**config.mk**
```make
export PLATFORM = sky130hd
export DESIGN_NAME = maze_walker
export DESIGN_NICKNAME = d
export VERILOG_FILES = /design/src/rtl/maze_pkg.sv /design/src/rtl/maze_index_calc.sv /design/src/rtl/maze_walker.sv
export SDC_FILE = /design/constraint.sdc
export NUM_CORES = 1
export LEC_CHECK = 0
export ABC_AREA = 1
export BUFFER_PORTS_ARGS = -buffer_cell sky130_fd_sc_hd__clkbuf_2
export CELL_PAD_IN_SITES_DETAIL_PLACEMENT = 1
export CELL_PAD_IN_SITES_GLOBAL_PLACEMENT = 2
export CORE_MARGIN = 2
export CORE_UTILIZATION = 28
export DETAILED_ROUTE_END_ITERATION = 12
export HOLD_SLACK_MARGIN = 0.1
export MAX_ROUTING_LAYER = met4
export PLACE_DENSITY_LB_ADDON = 0.1
export SYNTH_ARGS = -nofsm -noshare
export SYNTH_HDL_FRONTEND = slang
export SYNTH_HIERARCHICAL = 1
export SYNTH_SLANG_ARGS = --single-unit
```
**constraint.sdc**
```tcl
create_clock -name clk -period 3.31 [get_ports clk]
set_input_delay 0 -clock clk [delete_from_list [all_inputs] [get_ports clk]]
set_output_delay 0 -clock clk [all_outputs]
set_load 0.01 [all_outputs]
```
**src/rtl/maze_pkg.sv**
```systemverilog
// maze_pkg: frame geometry, ROM colour codes and shared FSM/direction types
package maze_pkg;
   localparam int FRAME_W = 96;
   localparam int FRAME_H = 64;
   localparam logic [15:0] WALL_COLOR = 16'hFFFF;
   localparam logic [15:0] GOAL_COLOR = 16'h001F;
   typedef enum logic [1:0] {DIR_UP, DIR_DOWN, DIR_LEFT, DIR_RIGHT} dir_t;
   typedef enum logic [1:0] {IDLE, SCAN, DRAIN, COMMIT} state_t;
endpackage

```
**src/rtl/maze_index_calc.sv**
```systemverilog
// maze_index_calc: (x,y) to 13-bit ROM address y*96+x using shift-add
module maze_index_calc (
   input  logic [6:0]  x,
   input  logic [5:0]  y,
   output logic [12:0] index
);
   assign index = {1'b0, y, 6'b0} + {2'b0, y, 5'b0} + {6'b0, x};
endmodule

```
**src/rtl/maze_walker.sv**
```systemverilog
// maze_walker: scans the leading edge of the player square in the maze ROM
// and commits, blocks or wins each single-step move request.
module maze_walker
   import maze_pkg::*;
#(
   parameter int PSIZE   = 3,
   parameter int START_X = 4,
   parameter int START_Y = 4
) (
   input  logic        clk,
   input  logic        reset,
   input  logic        move_up,
   input  logic        move_down,
   input  logic        move_left,
   input  logic        move_right,
   output logic [12:0] index,
   input  logic [15:0] data,
   output logic [6:0]  player_x,
   output logic [5:0]  player_y,
   output logic        busy,
   output logic        blocked,
   output logic        win
);
   state_t      state;
   dir_t        dir, req_dir;
   logic [3:0]  k;
   logic        wall_hit, goal_hit, req, in_bounds, last;
   logic        is_wall, is_goal;
   logic [6:0]  ex;
   logic [5:0]  ey;
   logic [12:0] home_idx, edge_idx;

   maze_index_calc u_home (.x(player_x), .y(player_y), .index(home_idx));
   maze_index_calc u_edge (.x(ex), .y(ey), .index(edge_idx));

   always_comb begin
      req       = move_up | move_down | move_left | move_right;
      req_dir   = move_up ? DIR_UP : move_down ? DIR_DOWN : move_left ? DIR_LEFT : DIR_RIGHT;
      in_bounds = req_dir == DIR_UP   ? player_y != 6'd0 :
                  req_dir == DIR_DOWN ? 32'(player_y) + PSIZE < FRAME_H :
                  req_dir == DIR_LEFT ? player_x != 7'd0 :
                                        32'(player_x) + PSIZE < FRAME_W;
      ex        = dir == DIR_LEFT  ? player_x - 7'd1 :
                  dir == DIR_RIGHT ? player_x + 7'(PSIZE) : player_x + 7'(k);
      ey        = dir == DIR_UP    ? player_y - 6'd1 :
                  dir == DIR_DOWN  ? player_y + 6'(PSIZE) : player_y + 6'(k);
      index     = state == SCAN ? edge_idx : home_idx;
      busy      = state != IDLE;
      last      = k == 4'(PSIZE - 1);
      is_wall   = data == WALL_COLOR;
      is_goal   = data == GOAL_COLOR;
   end

   always_ff @(posedge clk) begin
      if (reset) begin
         state    <= IDLE;
         dir      <= DIR_UP;
         k        <= 4'd0;
         wall_hit <= 1'b0;
         goal_hit <= 1'b0;
         blocked  <= 1'b0;
         win      <= 1'b0;
         player_x <= 7'(START_X);
         player_y <= 6'(START_Y);
      end else begin
         blocked <= 1'b0;
         case (state)
            IDLE: if (req && !win) begin
               if (in_bounds) begin
                  dir      <= req_dir;
                  wall_hit <= 1'b0;
                  goal_hit <= 1'b0;
                  k        <= 4'd0;
                  state    <= SCAN;
               end else begin
                  blocked <= 1'b1;
               end
            end
            SCAN: begin
               // ROM data lags index by one cycle, so k=0 has nothing to capture yet
               if (k != 4'd0) begin
                  wall_hit <= wall_hit | is_wall;
                  goal_hit <= goal_hit | is_goal;
               end
               k <= k + 4'd1;
               if (last) state <= DRAIN;
            end
            DRAIN: begin
               wall_hit <= wall_hit | is_wall;
               goal_hit <= goal_hit | is_goal;
               blocked  <= wall_hit | is_wall;
               state    <= COMMIT;
            end
            COMMIT: begin
               if (!wall_hit) begin
                  player_x <= dir == DIR_LEFT ? player_x - 7'd1 :
                              dir == DIR_RIGHT ? player_x + 7'd1 : player_x;
                  player_y <= dir == DIR_UP ? player_y - 6'd1 :
                              dir == DIR_DOWN ? player_y + 6'd1 : player_y;
                  win      <= win | goal_hit;
               end
               state <= IDLE;
            end
            default: state <= IDLE;
         endcase
      end
   end
endmodule

```
# After elaboration in Yosys (flattened, before gate mapping)
# Cells that the tools add are included.
# word_totals
output_inout_bits	29
regBits	25
elab_cells	99
# op_classes
addsub	15
n_reduce_logical	20
mux	31
eq_ne	15
n_bitwise	7
magnitude_cmp	2
# ops
cell	count
7-bit 2-to-1 mux	4
12-bit by 11-bit adder with 13-bit output	2
13-bit by 7-bit adder with 13-bit output	2
6-bit 2-to-1 mux	4
16-bit == test, second input constant	1
16-bit by 5-bit == test with 1-bit output, second input constant	1
3-bit AND reduction	5
13-bit 2-to-1 mux	1
2-bit == test, second input constant	5
1-bit 2-to-1 mux	10
2-bit 2-to-1 mux	5
7-bit by 2-bit adder with 8-bit output, second input constant	1
8-bit by 7-bit < comparator with 1-bit output, second input constant	1
4-bit 2-to-1 mux	2
2-bit one-hot mux with 4 select lines	1
4-bit one-hot mux with 2 select lines	1
2-bit nonzero test	4
6-bit by 2-bit adder with 7-bit output, second input constant	1
7-bit by 1-bit adder with 7-bit output, second input constant	1
7-bit by 2-bit adder with 7-bit output, second input constant	1
7-bit by 4-bit adder with 7-bit output	1
7-bit < comparator, second input constant	1
7-bit nonzero test	1
7-bit by 1-bit subtractor with 7-bit output, second input constant	1
21 further kinds	33

# Logic depth before layout (Yosys ltp)
# Gate-level depths: netlist of run 1.
# logic_depth
ltp_word	10
depth_mapped	23

# Hierarchy
# Netlist of run 1, hierarchy kept.
# by_module_without_submodules
module	cells_per_inst	n_inst	seq_area_each_um2	area_per_inst_um2
maze_walker	390	1	500.5	2438.6
maze_index_calc	52	2	0.0	384.1

# Worst setup path before layout of run 1
# OpenSTA, ideal clock, no wires.
# synth_timing
kind	flip-flop to output port
startpoint	register dir[0]
endpoint	output port index[10]
arrival_time_ns	3.359
slack_ns	-0.049
stages_incl_launch_ff	23
n_path_buf	1
required_time_ns	3.310
cell_sequence	dfxtp_1 > clkbuf_1 > nand2_1 > nand2_1 > ha_1 > fa_1 > nand3_1 > and2_1 > nor2_1 > nand2_1 > nand2_1 > o21ai_0 > inv_1 > fa_1 > inv_1 > ha_1 > inv_1 > fa_1 > nand3b_1 > nand2_1 > xor2_1 > nand2_1 > nand2_1
# synth_rtl
element	line_no	text
start: declaration	maze_walker.sv:25	dir_t dir, req_dir;
start signal: assignment	maze_walker.sv:70	dir <= req_dir;
2-bit == test	maze_walker.sv:44	dir == DIR_RIGHT ? player_x + 7'(PSIZE) : player_x + 7'(k);
7-bit 2-to-1 mux	maze_walker.sv:44	
7-bit 2-to-1 mux (*)	maze_walker.sv:43	ex = dir == DIR_LEFT ? player_x - 7'd1 :
via ex[6]	maze_walker.sv:29	logic [6:0] ex;
13-bit by 7-bit adder with 13-bit output (*)	maze_index_calc.sv:7	assign index = {1'b0, y, 6'b0} + {2'b0, y, 5'b0} + {6'b0, x};
via edge_idx[10]	maze_walker.sv:31	logic [12:0] home_idx, edge_idx;
13-bit 2-to-1 mux (*)	maze_walker.sv:47	index = state == SCAN ? edge_idx : home_idx;
end: declaration	maze_walker.sv:16	output logic [12:0] index,
# Mark *: on every way through the listed nets, which the timed path passes. The rest lies on a longest branch.

# Worst setup path after layout of run 1
# layout_timing
startpoint	register dir[1]
endpoint	output port index[10]
# Same word-level chain as after synthesis.

==> impl_metrics.json, run 1 <==
{
  "wl_per_cell_um": 14.4,
  "critPathArrivalTime_ps": 3480,
  "die_x_um": 111,
  "cts-buffers-inserted": 3,
  "tns_ps": -403,
  "rows": 39,
  "grt_overflow": 0,
  "hold_slack_ps": 117,
  "p_clk_share_pct": 10.1,
  "antenna_found_initial": 0,
  "synthesis.area_um2": 3210,
  "synth_edf_count": 0,
  "diodes": 0,
  "period_needed_ps": 3480,
  "syn-num-nets": 564,
  "drt-total-wl_um": 10400,
  "max_slew_margin_pct": 44.5,
  "cp_max_fo": 3,
  "synthDistinctLibCells": 41,
  "clock_path_buffers": 2,
  "htree_levels": 1,
  "switching_share_pct": 49.1,
  "worstSetupPathType": "flip-flop to primary output",
  "ir_drop_uv": 389,
  "initial_core_util_pct": 28.3,
  "wl_met2_um": 5270,
  "clk_latency_ps": 270,
  "firstDrtPassIters": 5,
  "fp.dieH_um": 111,
  "hold_violations": 0,
  "ys_seq_area_share_pct": 15.6,
  "ys_seq_elements": 25,
  "maxCapViolations": 0,
  "layout-drive-gt1-share_pct": 28.8,
  "async_flop_share_pct": 0,
  "rsz0062_at_grt": "yes",
  "cts.reportedPaths.clkPinSlew_ps": 70,
  "crit_required_ps": 3310,
  "power.leakage_uw": 0.00221,
  "grt_max_degree": 17,
  "fin_crit_sh_pct": 105,
  "drc": 0,
  "max_freq_mhz": 287,
  "tightest_slew_ps": 829,
  "hold_buffers": 0,
  "cts_root_buf": "clkbuf_16",
  "switchingPower_uw": 1420,
  "drt_iter0_drc": 80,
  "power_frac_seq_pct": 14.3,
  "port_buffers": 50,
  "final.setup.worst_slack_ps": -171,
  "routed.top_layer": "met4",
  "grt_use_total_pct": 17.7,
  "via_count": 3426,
  "area_delta_synth_final_pct": 29.7,
  "synth.avg_cell_area_um2": 6.49,
  "globalplace.congestion": 0.812,
  "die_area_um2": 12300,
  "power.density_nw_per_um2": 698,
  "syn_inst": 494,
  "synth_ff_type": "dfxtp_1",
  "wl_met3_um": 181,
  "worstSetupStartpointType": "flip-flop",
  "hold_path.class": "input pin to flip-flop",
  "comb_power_share_pct": 75.7,
  "first_global_vias": 3643,
  "nNetsFinal": 651,
  "failed_checks": "negative setup slack",
  "outcome": "finished, violations left",
  "io_pins": 51,
  "core_um2": 11300,
  "grt_pass1_wl_um": 17600,
  "cts_tree": "yes",
  "wl_met1_um": 4880,
  "finClkSkew_ps": 7.04,
  "slew_violations": 0,
  "yosysWarnings": 6,
  "p_int_uw": 1480,
  "viasPerCell": 4.74,
  "numClockSinks": 25,
  "critical_path.endpoint_type": "primary output",
  "hpwl_um": 8480,
  "ant_nets": 0,
  "setup_violations": 4
}
[timing repair]
| item | CTS | global route |
|---|---|---|
| pin swaps | 22 | 5 |
| buffers inserted | 9 | 2 |
| setup endpoints to repair | 6 | 6 |
| gates resized for setup | 36 | 18 |
[routing by layer]
metal	track usage, %	vias up
met5	-	-
met4	2.80	0
met3	1.31	7
met2	32.4	29
met1	21.7	1614
li1	-	1776
[synth_stat cells, types with 8 or more instances]
master | number | area share (%)
nand4_1 | 8 | 1.6
nand3_1 | 26 | 4.1
inv_1 | 81 | 9.5
a21oi_1 | 36 | 5.6
nor2_1 | 33 | 3.9
dfxtp_1 | 25 | 16
nand2_1 | 102 | 12
buf_4 | 11 | 2.6
xor2_1 | 12 | 3.3
ha_1 | 42 | 16
o21ai_0 | 38 | 5.9
nand2_2 | 8 | 1.6
[worst paths after layout]
path                     from  slack, ps  cells past startpoint   endpoint
setup / recovery       dir[1]       -170                     22  index[10]
hold / removal          reset        120                      2   goal_hit
setup reg to reg  player_x[0]       1290                     17       k[3]
hold reg to reg           win        480                      2        win
[power groups by stage]
stage          Combinational, uW  Sequential [uW]  Clock [uW]
6_report                    2200              414         292
4_1_cts                     2080              416         307
3_3_place_gp                1910              414           0
5_1_grt                     2490              426         313
2_1_floorplan               1280              421           0
3_5_place_dp                1940              416           0
[through the flow]
stage | setup WS (ps) | utilization (%) | power [uW] | area (um^2) | cells
after floorplan | 32.0 | - | 1700 | 3210 | 494
after global placement | -72.0 | 33.8 | 2320 | 3820 | 708
after detailed placement | -144 | 33.8 | 2350 | 3820 | 708
after CTS | -218 | 36.1 | 2800 | 4080 | 721
after global routing | -382 | 36.7 | 3230 | 4160 | 723
final | -171 | 36.7 | 2900 | 4160 | 723
[flip-flops by register name (all words and copies together), names as in the netlist]
register / cells
blocked: 1
dir: 2
goal_hit: 1
k: 4
player_x: 7
player_y: 6
state: 2
wall_hit: 1
win: 1
[cell type report]
type,count,area (um^2)
Fill cell,1484,7160
Sequential cell,25,504
Timing Repair Buffer,104,673
Tap cell,143,179
Clock buffer,4,78.8
Multi-Input combinational cell,363,2410
Inverter,84,315
[cells by family (layout without fill, tap and decap cells)]
family / Yosys count / count (layout) / synth area share, %
xor+xnor: 18 / 18 / 4.92
fa+ha+maj: 48 / 48 / 20.1
simple gates: 199 / 199 / 28.2
flops: 25 / 25 / 15.6
compound gates: 98 / 98 / 17.0
buf+inv: 106 / 192 / 14.2
[cell usage in the layout (no fill, tap or decap), types with 3 or more instances in the layout]
cell and count:
nand2_1 96, inv_1 77, buf_4 51, clkbuf_2 46, ha_1 35, a21oi_1 31
o21ai_0 31, nor2_1 30, nand3_1 23, dfxtp_1 22, nand2_2 14, xor2_1 12
nand4_1 8, a31oi_1 7, inv_2 6, a21oi_2 6, nor3_1 6, nand3_2 6
nor2_2 5, xnor2_1 5, o211ai_1 5, ha_4 5, o21ai_2 4, buf_6 4
o21ai_1 3, nor4_1 3, o31ai_1 3, fa_2 3, clkbuf_16 3, dfxtp_2 3
buf_2 3, fa_1 3
[worst max-delay path: stages, from the launching register on]
cell and delay [ps]:
dfxtp_2 330, nand2_2 100, nand2_2 70, ha_4 160, fa_2 350, nand3_2 60
and2_4 150, nor2_2 40, nand2_1 50, nand2_1 60, o21ai_2 100, inv_1 60
fa_1 430, inv_1 70, ha_2 180, inv_2 40, fa_2 330, nand3b_1 170
nand2_2 80, xor2_1 130, nand2_1 80, nand2_2 80, buf_6 90
(Power assumes the default switching activity.)
==> run 2: changes to the inputs <==
--- a/config.mk
+++ b/config.mk
@@ -19,3 +19,4 @@
 export SYNTH_HDL_FRONTEND = slang
 export SYNTH_HIERARCHICAL = 1
 export SYNTH_SLANG_ARGS = --single-unit
+export TNS_END_PERCENT = 10
==> run 2 against run 1 <==
  * Routed wire length is 2.6% lower
  * Critical endpoint unchanged
  * Critical path type unchanged
  * Die area stayed put
  * Critical path depth stayed put
  * Sequential cell count stayed put
  * The run still ends with negative setup slack left
  * Largest cell class unchanged
  * Cell area is 3.3% lower
  * Clock power hardly changed
==> impl_metrics.json, run 2 (synthesis gave the netlist of run 1 again) <==
{
  "instances_no_fill": 713,
  "rsz0062_at_grt": "yes",
  "first_global_vias": 3563,
  "total_power_uw": 2750,
  "core_um2": 11300,
  "largest_reg_flops": 7,
  "mostFrequentLayoutCells": "nand2_1, inv_1, clkbuf_2, buf_4, ha_1",
  "slew_violations": 0,
  "crit_chain": "nand2_2, nand2_2, ha_4, fa_2, nand3_2, and2_4, nor2_2, nand2_1, nand2_1, o21ai_2, inv_1, fa_1, inv_1, ha_2, inv_2, fa_2, nand3b_1, nand2_2, xor2_1, nand2_1, nand2_2, buf_6",
  "critPathArrivalTime_ps": 3470,
  "hpwl_um": 8480,
  "diodes": 0,
  "fp.dieH_um": 111,
  "fin_crit_sh_pct": 105,
  "die_x_um": 111,
  "cts-buffers-inserted": 3,
  "antenna_found_initial": 0,
  "viasPerCell": 4.74,
  "via_count": 3380,
  "final.setup.worst_slack_ps": -158,
  "power.density_nw_per_um2": 684,
  "cts_tree": "yes",
  "wl_per_cell_um": 14.2,
  "ir_drop_uv": 464,
  "final_common_cell": "nand2_1",
  "initial_core_util_pct": 28.3,
  "area_delta_synth_final_pct": 25.4,
  "power.leakage_uw": 0.00214,
  "grt_overflow": 0,
  "largestRegisters": "player_x (7), player_y (6), k (4)",
  "drt_iter0_drc": 73,
  "crit_top_cell": "nand2_2",
  "cts_root_buf": "clkbuf_16",
  "clock_path_buffers": 2,
  "met1_usage_pct": 21.4,
  "use_met3_pct": 1.31,
  "htree_levels": 1,
  "tightest_slew_ps": 833,
  "ant_nets": 0,
  "worstSetupStartpointType": "flip-flop",
  "top_register": "player_x",
  "port_buffers": 50,
  "rows": 39,
  "grt.busiest_layer": "met2",
  "dpl_worst_slack_ps": -144,
  "outcome": "finished, violations left",
  "nNetsFinal": 641,
  "tns_ps": -365,
  "failed_checks": "negative setup slack",
  "hold_path.class": "input pin to flip-flop",
  "period_needed_ps": 3470,
  "layout-drive-gt1-share_pct": 24.9,
  "cts.reportedPaths.clkPinSlew_ps": 70,
  "cp_max_fo": 3,
  "drc": 0,
  "critPathTopFamily": "adder cells",
  "worstSetupPathType": "flip-flop to primary output",
  "globalplace.congestion": 0.812,
  "numClockSinks": 25,
  "maxCapViolations": 0,
  "io_pins": 51,
  "grt_max_degree": 17,
  "grt_use_total_pct": 17.3,
  "crit_required_ps": 3310,
  "cp.buffers_inverters": 4,
  "hold_violations": 0,
  "critical_path.max_stage_delay_ps": 430,
  "setup_violations": 4,
  "n_fill_cell": 1490,
  "die_area_um2": 12300,
  "finClkSkew_ps": 5.60,
  "regToRegSetupSlack_ps": 1290,
  "grt_pass1_wl_um": 17300,
  "hold_buffers": 0,
  "dp_cells": 708,
  "slowest_stage": "fa_1",
  "drt-total-wl_um": 10200,
  "max_freq_mhz": 288,
  "use_met2_pct": 31.5,
  "max_slew_margin_pct": 44.3,
  "firstDrtPassIters": 4,
  "clk_latency_ps": 270,
  "critical_path.endpoint_type": "primary output"
}
[run 2: cell count changes in the layout (fill, tap and decap cells not counted), sizes merged]
cell / change
clkbuf: +1
buf: -11
[run 2: area by class of cell]
type | instances | area [um^2] | share of cell area, %
multi-input combinational | 363 | 2360 | 58.7
timing repair buffer | 94 | 587 | 14.6
sequential | 25 | 502 | 12.5
inverter | 84 | 315 | 7.84
tap | 143 | 179 | 4.45
clock buffer | 4 | 78.8 | 1.96
[run 2: worst paths after layout]
| kind | from | depth (start not counted) | endpoint |
|---|---|---|---|
| max | dir[1] | 22 | index[10] |
| min | reset | 2 | goal_hit |
| max reg2reg | player_x[0] | 17 | k[3] |
| min reg2reg | win | 2 | win |
[run 2: layer usage]
layer	vias up	wire (um)
met3	7	174
li1	1755	-
met5	-	0
met1	1591	4840
met2	27	5050
met4	0	90
[run 2: timing repair]
action                     CTS  global route
pin swaps                    2             1
gates resized for setup     19            16
buffers inserted             1             0
setup endpoints to repair    6             6
[run 2: where the power goes]
part           internal, uW  leakage (uW)  switching (uW)  total [uW]
Sequential              357      0.000203            53.8         411
Combinational           869       0.00190            1180        2050
Clock                   166     0.0000382             128         293
[run 2: through the flow]
stage               hold WS (ps)  instance area [um^2]  utilization, %
floorplan                   99.7                  3210               -
global placement             405                  3820            33.8
detailed placement           405                  3820            33.8
CTS                          119                  3980            35.1
global route                 147                  4020            35.5
finish                       120                  4020            35.5
==> run 3: changes to the inputs <==
--- a/config.mk
+++ b/config.mk
@@ -9,11 +9,11 @@
 export BUFFER_PORTS_ARGS = -buffer_cell sky130_fd_sc_hd__clkbuf_2
 export CELL_PAD_IN_SITES_DETAIL_PLACEMENT = 1
 export CELL_PAD_IN_SITES_GLOBAL_PLACEMENT = 2
+export CORE_ASPECT_RATIO = 0.6
 export CORE_MARGIN = 2
 export CORE_UTILIZATION = 28
 export DETAILED_ROUTE_END_ITERATION = 12
-export HOLD_SLACK_MARGIN = 0.1
-export MAX_ROUTING_LAYER = met4
+export HOLD_SLACK_MARGIN = 0.12
 export PLACE_DENSITY_LB_ADDON = 0.1
 export SYNTH_ARGS = -nofsm -noshare
 export SYNTH_HDL_FRONTEND = slang
==> run 3 against run 2 <==
  * The flow still finishes with violations (negative setup slack)
  * Combinational power rose by 10%
  * Sequential cell count did not move
  * Sequential power barely moved
  * Critical path depth did not move
  * Fmax fell by 3.3%
  * Largest power group unchanged
==> impl_metrics.json, run 3 (synthesis gave the netlist of run 1 again) <==
{
  "outcome": "finished, violations left",
  "failed_checks": "negative setup slack",
  "period_needed_ps": 3590,
  "register_area_um2": 504,
  "grt_overflow": 0,
  "critPathArrivalTime_ps": 3590,
  "die_x_um": 142,
  "slew_violations": 0,
  "nNetsFinal": 647,
  "top_register": "player_x",
  "tightest_slew_ps": 754,
  "first_global_vias": 3510,
  "diodes": 0,
  "hpwl_um": 9280,
  "switching_share_pct": 50.3,
  "tns_ps": -898,
  "io_pins": 51,
  "dpl_worst_slack_ps": -144,
  "r2r-end": "dir[0]",
  "power_frac_seq_pct": 14.0,
  "cts.reportedPaths.clkPinSlew_ps": 70,
  "mostFrequentLayoutCells": "nand2_1, inv_1, buf_4, clkbuf_2, ha_1",
  "globalplace.congestion": 0.836,
  "grt_use_total_pct": 19.4,
  "crit_required_ps": 3310,
  "clk_latency_ps": 270,
  "cp_max_fo": 3,
  "rows": 30,
  "maxCapViolations": 0,
  "antenna_found_initial": 0,
  "grt_max_degree": 16,
  "area_delta_synth_final_pct": 26.5,
  "drt-total-wl_um": 11400,
  "clock_path_buffers": 2,
  "die_area_um2": 12400,
  "core_um2": 11200,
  "comb_power_share_pct": 76.3,
  "switchingPower_uw": 1490,
  "hold_path.class": "input pin to flip-flop",
  "finClkSkew_ps": 4.17,
  "final.setup.worst_slack_ps": -275,
  "fp.dieH_um": 86.9,
  "fin_crit_sh_pct": 108,
  "regToRegSetupSlack_ps": 1280,
  "htree_levels": 1,
  "drt_iter0_drc": 117,
  "largest_reg_flops": 7,
  "grt_pass1_wl_um": 18600,
  "ir_drop_uv": 345,
  "cts_tree": "yes",
  "largestRegisters": "player_x (7), player_y (6), k (4)",
  "rsz0062_at_grt": "yes",
  "worstSetupPathType": "flip-flop to primary output",
  "hold_start": "reset",
  "multi_input_area_um2": 2350,
  "total_power_uw": 2960,
  "timing.rr.start": "player_x[0]",
  "via_count": 3423,
  "firstDrtPassIters": 4,
  "setup_violations": 6,
  "final_core_utilization_pct": 36.1,
  "dp_cells": 714,
  "p_int_uw": 1470,
  "power.density_nw_per_um2": 730,
  "port_buffers": 50,
  "ant_nets": 0,
  "p_clk_share_pct": 9.7,
  "drc": 0,
  "critPathCapture": "index[10]",
  "critical_path.endpoint_type": "primary output",
  "numClockSinks": 25,
  "hold_violations": 0,
  "wl_per_cell_um": 15.8,
  "max_slew_margin_pct": 49.6,
  "final_common_cell": "nand2_1",
  "instances_no_fill": 720,
  "rr_worst_depth": 15,
  "layout-drive-gt1-share_pct": 25.9,
  "worstSetupStartpointType": "flip-flop",
  "max_freq_mhz": 279,
  "initial_core_util_pct": 28.6,
  "power.leakage_uw": 0.00218,
  "cts_root_buf": "clkbuf_16",
  "n_fill_cell": 1467,
  "viasPerCell": 4.75,
  "critical_path.startpoint": "dir[1]",
  "cts-buffers-inserted": 3
}
-- run 3: power groups by stage --
| stage | clock network (uW) | logic [uW] | registers, uW |
|---|---|---|---|
| after floorplan | 0 | 1280 | 421 |
| after global placement | 0 | 2040 | 412 |
| after detailed placement | 0 | 2080 | 415 |
| after CTS | 302 | 2210 | 411 |
| after global routing | 312 | 2540 | 421 |
| final | 288 | 2260 | 413 |
-- run 3: critical path: stages, from the launching register on --
cell and delay (ps):
dfxtp_2 340, nand2_2 90, nand2_2 50, ha_2 180, fa_2 360, nand3_2 70, and2_4 150, nor2_2 40
nand2_1 60, nand2_1 50, o21ai_1 110, inv_1 70, fa_1 450, inv_1 70, ha_2 170, inv_1 50
fa_2 340, nand3b_1 170, nand2_2 90, xor2_1 140, nand2_1 80, nand2_2 70, buf_2 120
-- run 3: routing by layer --
metal  GRT usage [%]  vias up  wire length, um
met5               0        -                0
met4            1.91        0               50
li1                -     1769                -
met1            30.9     1598             6520
met3            2.47        5              409
met2            28.2       51             4390
-- run 3: worst min path at each step --
stage                  endpoint  slack, ps  depth (start not counted)
global placement        blocked        390                          1
floorplan           player_y[2]        100                          2
finish                 goal_hit        130                          2
CTS                    goal_hit        130                          2
global route           goal_hit        160                          2
detailed placement      blocked        400                          1
-- run 3: cell type report --
cell class	count	share of cell area (%)
Clock buffer	4	1.94
Timing Repair Buffer	100	15.4
Tap cell	144	4.44
Multi-Input combinational cell	363	58.0
Inverter	84	7.78
Sequential cell	25	12.4
-- run 3: stage by stage --
| step | area [um^2] | hold slack (ps) |
|---|---|---|
| floorplan | 3210 | 99.7 |
| global placement | 3860 | 388 |
| detailed placement | 3860 | 398 |
| CTS | 4020 | 132 |
| global route | 4060 | 158 |
| finish | 4060 | 135 |
-- run 3: what timing repair did --
| action | 4_1_cts | 5_1_grt |
|---|---|---|
| hold buffers | 0 | 0 |
| setup buffers | 0 | 2 |
| resized for setup | 21 | 12 |
| setup endpoints to repair | 6 | 6 |
| pin swaps | 5 | 4 |
